==> config.mk <==
export PLATFORM = sky130hd
export DESIGN_NAME = mem_arbiter
export DESIGN_NICKNAME = d
export VERILOG_FILES = /design/src/rtl/mem_arbiter.sv
export SDC_FILE = /design/constraint.sdc
export NUM_CORES = 1
export LEC_CHECK = 0
export BUFFER_PORTS_ARGS = -buffer_cell sky130_fd_sc_hd__buf_2
export CAP_MARGIN = 20
export CORE_ASPECT_RATIO = 0.8
export CORE_MARGIN = 3
export CORE_UTILIZATION = 46
export CTS_CLUSTER_DIAMETER = 150
export DETAILED_ROUTE_END_ITERATION = 8
export GPL_TIMING_DRIVEN = 0
export PLACE_DENSITY = 0.82
export SETUP_SLACK_MARGIN = 0.2
export SLEW_MARGIN = 10
export SYNTH_ARGS = -nofsm -noshare
export SYNTH_HDL_FRONTEND = slang
export SYNTH_SLANG_ARGS = --single-unit
==> constraint.sdc <==
create_clock -name clk -period 1.8 [get_ports clk]
set_input_delay 0.18 -clock clk [delete_from_list [all_inputs] [get_ports clk]]
set_output_delay 0.18 -clock clk [all_outputs]
set_load 0.05 [all_outputs]
==> src/rtl/mem_arbiter.sv <==
// Single-port memory arbiter between instruction fetch and data access paths.
// Optional round-robin tie-breaking is enabled by defining MEM_ARB_ROUND_ROBIN_EN.
module mem_arbiter #(
    parameter int ADDR_W      = 32,
    parameter int DATA_W      = 32,
    parameter int WAIT_CYCLES = 1
) (
    input  logic                clk,
    input  logic                rst,
    input  logic                if_ce,
    input  logic [ADDR_W-1:0]   if_addr,
    output logic [DATA_W-1:0]   if_data,
    output logic                if_ready,
    input  logic                dm_ce,
    input  logic                dm_we,
    input  logic [DATA_W/8-1:0] dm_sel,
    input  logic [ADDR_W-1:0]   dm_addr,
    input  logic [DATA_W-1:0]   dm_wdata,
    output logic [DATA_W-1:0]   dm_rdata,
    output logic                dm_ready,
    output logic                mem_ce,
    output logic                mem_we,
    output logic [DATA_W/8-1:0] mem_sel,
    output logic [ADDR_W-1:0]   mem_addr,
    output logic [DATA_W-1:0]   mem_wdata,
    input  logic [DATA_W-1:0]   mem_rdata,
    output logic                stallreq_if,
    output logic                stallreq_mem
);

    localparam logic [3:0] CNT_INIT = 4'(WAIT_CYCLES - 1);

    generate
        if (WAIT_CYCLES < 1 || WAIT_CYCLES > 15) begin : g_bad_cfg
            $error("mem_arbiter: WAIT_CYCLES must be in 1..15");
        end
    endgenerate

    typedef enum logic [1:0] {IDLE, BUSY, DONE} state_t;

    state_t     state;
    logic [3:0] cnt;
    logic       owner;     // 0 = fetch, 1 = data
    logic       grant_dm;

`ifdef MEM_ARB_ROUND_ROBIN_EN
    logic last_dm;  // reset to 0 so the first tie goes to the data side

    always_comb grant_dm = dm_ce & (~if_ce | ~last_dm);

    always_ff @(posedge clk) begin
        if (rst)
            last_dm <= 1'b0;
        else if (state == IDLE && (if_ce || dm_ce))
            last_dm <= grant_dm;
    end
`else
    always_comb grant_dm = dm_ce;
`endif

    // The mem_* registers double as the request latches for the whole access.
    always_ff @(posedge clk) begin
        if (rst) begin
            state     <= IDLE;
            cnt       <= '0;
            owner     <= 1'b0;
            mem_ce    <= 1'b0;
            mem_we    <= 1'b0;
            mem_sel   <= '0;
            mem_addr  <= '0;
            mem_wdata <= '0;
            if_data   <= '0;
            dm_rdata  <= '0;
            if_ready  <= 1'b0;
            dm_ready  <= 1'b0;
        end else begin
            if_ready <= 1'b0;
            dm_ready <= 1'b0;
            case (state)
                IDLE: begin
                    if (if_ce || dm_ce) begin
                        owner  <= grant_dm;
                        cnt    <= CNT_INIT;
                        mem_ce <= 1'b1;
                        state  <= BUSY;
                        if (grant_dm) begin
                            mem_we    <= dm_we;
                            mem_sel   <= dm_sel;
                            mem_addr  <= dm_addr;
                            mem_wdata <= dm_wdata;
                        end else begin
                            mem_we    <= 1'b0;
                            mem_sel   <= '1;
                            mem_addr  <= if_addr;
                            mem_wdata <= '0;
                        end
                    end
                end
                BUSY: begin
                    if (cnt != 4'd0) begin
                        cnt <= cnt - 4'd1;
                    end else begin
                        mem_ce <= 1'b0;
                        mem_we <= 1'b0;
                        state  <= DONE;
                        if (owner) begin
                            dm_rdata <= mem_rdata;
                            dm_ready <= 1'b1;
                        end else begin
                            if_data  <= mem_rdata;
                            if_ready <= 1'b1;
                        end
                    end
                end
                DONE:    state <= IDLE;
                default: state <= IDLE;
            endcase
        end
    end

    assign stallreq_if  = if_ce & ~(state == DONE && owner == 1'b0);
    assign stallreq_mem = dm_ce & ~(state == DONE && owner == 1'b1);

endmodule

== After elaboration in Yosys (flattened, before gate mapping) ==
Cells that the tools add are included.

* Register bits after elaboration: 143
* Output and inout port bits: 138

* Add/subtract/negate cells: 1
* Eq/ne operators: 5
* Mux-type cells: 17
* Bitwise operators: 7
* Reductions and logical operators: 13

{| class="wikitable"
|+ Operator list
! operator !! number
|-
| $mux W32 || 2
|-
| $mux W4 || 3
|-
| $reduce_and A3 Y1 || 4
|-
| $pmux W4 S2 || 1
|-
| $mux W1 || 6
|-
| $ne A2 B2 Y1 const B || 3
|-
| $not A1 Y1 || 5
|-
| $mux W2 || 2
|-
| $pmux W1 S2 || 2
|-
| $pmux W2 S2 || 1
|-
| $reduce_and A2 Y1 || 2
|-
| $reduce_bool A4 Y1 || 1
|-
| $sub A4 B1 Y4 const B || 1
|-
| $reduce_or A3 Y1 || 1
|-
| $and A1 B1 Y1 || 2
|-
| $eq A2 B1 Y1 const B || 1
|-
| $eq A2 B2 Y1 const B || 1
|-
| $logic_and A1 B1 Y1 || 2
|-
| $logic_not A2 Y1 || 1
|-
| $reduce_bool A2 Y1 || 1
|-
| $logic_or A1 B1 Y1 || 1
|}

== Longest topological paths before layout ==
* Word-level depth: 4
* Depth in mapped cells: 7
* Depth with buffers taken out: 5

== Least setup slack after synthesis ==
Ideal clock, no wire load.

* Path type: input-to-output
* Start point: input port dm_ce
* End point: output port stallreq_mem
* Arrival time: 1.812 ns
* Path slack: -0.192 ns
* Stages: 3
* Buffers on the path: 2
* Cell sequence: buf_2 buf_2 a21boi_0

* Cells in the longest elaborated chain, start to end: 1

{| class="wikitable"
|+ Ends and longest elaborated chain
! what !! line !! text
|-
| start: declaration || 14 || <nowiki>input logic dm_ce,</nowiki>
|-
| $and A1 B1 Y1 || 122 || <nowiki>assign stallreq_mem = dm_ce & ~(state == DONE && owner == 1'b1);</nowiki>
|-
| end: declaration || 28 || <nowiki>output logic stallreq_mem</nowiki>
|}

Every way passes these cells.

== Worst setup path in the final report ==
* Start point: register cnt[1]
* End point: register dm_rdata[29]

* Cells in the longest elaborated chain, start to end: 3

{| class="wikitable"
|+ Ends and longest elaborated chain
! what !! line !! text
|-
| start: declaration || 42 || <nowiki>logic [3:0] cnt;</nowiki>
|-
| start signal: assignment || 101 || <nowiki>cnt <= cnt - 4'd1;</nowiki>
|-
| $reduce_bool A4 Y1 || 100 || <nowiki>if (cnt != 4'd0) begin</nowiki>
|-
| $not A1 Y1 (no line) || -- ||
|-
| $reduce_and A3 Y1 (no line) || -- ||
|-
| end signal: assignment || 107 || <nowiki>dm_rdata <= mem_rdata;</nowiki>
|-
| end: declaration || 19 || <nowiki>output logic [DATA_W-1:0] dm_rdata,</nowiki>
|}

Every way passes these cells.
A chain may end at the register's enable or synchronous reset.

==> summary.md <==
| Metric | Value |
|---|---|
| Status | complete, no violations |
| Seq/Total Area, Yosys | between 50 and 60% |
| Post-DP HPWL | around 13000 µm |
| Clock buffer depth | 2 |
| Critical path buffer and inverter count | 3 |
| Top cell type by total area after synthesis | dfxtp_1 |
| Post-route cell area | 8140 µm² |
| GP Congestion | ~0.78 |
| DR DRC count | 0 |
| Starting density of the core | between 40 and 50% |
| Nets | around 1100 |
| Top-area cell type share of the netlist area | just over 50% |
| Crit end category | register |
| CORE AREA | between 10000 and 15000 µm² |
| Clk sinks | around 140 |
| CTS tree | done |
| CP Data Required Time | 2.13 ns |
| Post-DRT Antenna Nets | 0 |
| Tightest Hold Check Type | input pin to register |
| Clk pin slew, worst setup/hold paths | approximately 0.060 ns |
| Final Slew Violations | 0 |
| Synthesized Nets | 740 |
| Final core occ | 69.4% |
| Fill cell count | approximately 940 |
| DR vias | around 5600 |
| Share of cells above drive strength 1 | between 30% and 40% |
| Layout Skew | approximately 0.0091 ns |
| Slowest CP cell | or3_4 |
| Fin Setup TNS | 0 ns |
| Unrepaired setup endpoints after global routing | yes |
| Die width | 130 µm |
| Die Area | between 10000 and 15000 µm² |
| First-pass GRT wire length | 26200 µm |
| Cells after synthesis | between 600 and 700 |
| Max Cap Viol | 0 |
| Starting DRT DRC Count | roughly 340 |
| Pin count of the biggest net entering global routing | 17 |
| Num rows | 35 |
| Wire per inst | roughly 16 µm |
| TritonRoute pass-1 iters | 5 |
| Port bufs | between 200 and 300 |
| Diode count | 0 |
| Top Ports | ~280 |
| Routed vias/inst | 5.18 |
| Final setup vio count | 0 |
| Vias in the first global route | 5247 |
| Max Freq | 627 MHz |
| Clock Latency Late Sink | around 0.41 ns |
| Synth cell types | 32 |
| #FFs+latches synth | ~140 |
| Leak pwr | ~4.0 nW |
| CP Launch Type | register |
| Syn Area/Cell | 9.40 µm² |
| Final period util | just under 90% |
| Global Route Usage Sum | roughly a quarter |
| Chip height | about 110 µm |
| H-tree levels | 4 |
| CP Cell Sequence | inv_2 > ha_4 > nand4bb_4 > or3_4 > buf_8 > buf_12 > mux2i_2 |
| Largest cells by area after synthesis | dfxtp_1 (51%), mux2i_1 (17%), nand2_1 (8.7%) |
| Synth-to-Final Area Change | 44.2% |
| Hold Vio Cnt, Final | 0 |
| Initial antenna violation count | 0 |
| Crit path DAT | between 1.5 and 2 ns |
| PD cells | around 1100 nW/µm² |
| Clock root buffer | clkbuf_16 |
| TritonCTS Buffers | 17 |
| Measured slew at the worst slew-check pin | approximately 0.56 ns |
| Final wirelength | approximately 17000 µm |
| Crit path time final | between 1.5 and 2 ns |
| Max incr delay on CP | 0.35 ns |
| DP Area | roughly 7200 µm² |
| Worst rel slew slack | ~63% |
| Congestion Overflow GR | 0 |
| CP top delay family | simple AND/OR/NAND/NOR gates |
| Max rail drop VDD | 0.784 mV |
| Crit path kind | register to register |
| Worst-path fanout max | 5 |
| Mapped Area | around 5600 µm² |
| Yosys Warn Count | 0 |
==> metrics by stage <==
stage               std cells  setup WS [ns]  power (mW)  hold WS, ns
finish                   1081          0.204        8.94      0.00962
global route             1081          0.163        9.27      0.00850
CTS                      1073          0.184        8.93     0.000568
detailed placement       1022         -0.117        5.48        0.432
global placement         1022        -0.0850        5.46        0.426
floorplan                 601          0.168        4.93        0.316
==> area by class of cell <==
class / count / area [µm²] / area share, %
clock buffer: 19 / 453 / 5.56
inverter: 5 / 18.8 / 0.230
multi-input combinational: 402 / 2580 / 31.7
clock inverter: 13 / 128 / 1.57
sequential: 143 / 2870 / 35.2
buffer: 51 / 285 / 3.50
tap: 148 / 185 / 2.27
timing repair buffer: 300 / 1620 / 19.9
==> layer usage <==
layer  vias up  GRT usage (%)  part of all wire, %
li1       2747              -                    -
met1      2616           30.6                   43
met3        28           6.29                  6.3
met5         -              0                    0
met4         0           6.97                  1.5
met2       205           40.1                   49
==> synth_stat cells <==
| master | number |
|---|---|
| buf_2 | 10 |
| inv_1 | 5 |
| or4_1 | 2 |
| nor2_1 | 2 |
| buf_1 | 2 |
| mux2i_1 | 96 |
| nor3b_2 | 1 |
| nand4bb_4 | 1 |
| o221ai_1 | 3 |
| ha_1 | 2 |
| nor2b_1 | 2 |
| a21oi_1 | 70 |
| or2_1 | 1 |
| nor3_1 | 3 |
| a21boi_0 | 2 |
| or3_1 | 4 |
| a211oi_1 | 33 |
| clkbuf_2 | 1 |
| buf_6 | 3 |
| o221a_2 | 4 |
| nand2_1 | 131 |
| nor2_2 | 2 |
| nor3_2 | 1 |
| nor4_1 | 1 |
| dfxtp_1 | 143 |
| or2_2 | 3 |
| nor3b_1 | 1 |
| clkbuf_1 | 33 |
| nand2b_1 | 1 |
| a41o_1 | 1 |
| buf_4 | 2 |
| o21ai_0 | 35 |
==> kinds of logic (layout without fill, tap and decap cells) <==
logic type | count (synthesis) | count (layout) | synth area share, %
buf+inv | 56 | 388 | 4.50
simple gates | 156 | 156 | 11.9
compound gates | 148 | 148 | 15.4
flops | 143 | 143 | 50.7
fa+ha+maj | 2 | 2 | 0.443
mux | 96 | 96 | 17.0
==> worst paths after layout <==
check | cells past startpoint | startpoint | slack (ns) | end
setup / recovery | 7 | cnt[1] | 0.20 | dm_rdata[29]
hold / removal | 3 | dm_wdata[26] | 0.01 | mem_wdata[26]
setup reg to reg | 7 | cnt[1] | 0.20 | dm_rdata[29]
hold reg to reg | 2 | dm_rdata[3] | 0.45 | dm_rdata[3]
==> worst reg2reg max path: stages (launching register included) <==
cell and delay [ns]:
dfxtp_2 0.32, inv_2 0.08, ha_4 0.15, nand4bb_4 0.13, or3_4 0.36, buf_8 0.14
buf_12 0.14, mux2i_2 0.20
==> state kept, by name, summed over array words and instances (netlist names) <==
name,cells
if_data,32
mem_wdata,32
mem_ce,1
if_ready,1
mem_sel,4
mem_we,1
state,2
dm_rdata,32
mem_addr,32
owner,1
dm_ready,1
cnt,4
==> cells in the final DEF (no fill, tap or decap), types with 3 or more instances in the layout <==
master / netlist / final
mux2i_1: 96 / 95
inv_6: 0 / 4
dfxtp_2: 0 / 5
o221ai_1: 3 / 3
dfxtp_1: 143 / 138
clkbuf_2: 1 / 9
nand2_1: 131 / 131
clkbuf_16: 0 / 18
buf_2: 10 / 278
or2_2: 3 / 3
inv_1: 5 / 3
a21oi_1: 70 / 70
buf_4: 2 / 18
a211oi_1: 33 / 32
o21ai_0: 35 / 35
dlygate4sd3_1: 0 / 10
buf_6: 3 / 4
clkbuf_1: 33 / 25
clkinv_4: 0 / 3
o221a_2: 4 / 4
==> where the power goes <==
group / switching, mW / internal (mW) / total (mW) / leakage [nW]
Sequential: 0.119 / 3.39 / 3.51 / 1.17
Clock: 1.41 / 2.00 / 3.42 / 0.283
Combinational: 1.41 / 0.599 / 2.01 / 2.57
Total: 2.94 / 6.00 / 8.94 / 4.02
==> what timing repair did <==
action	4_1_cts	5_1_grt
setup endpoints to repair	88	112
gates cloned	0	1
buffers inserted	9	7
pin swaps	3	2
endpoints found under the hold margin	10	0
gates resized for setup	19	28
hold buffers	10	0
Note: power is estimated with default switching activity, not from simulation.
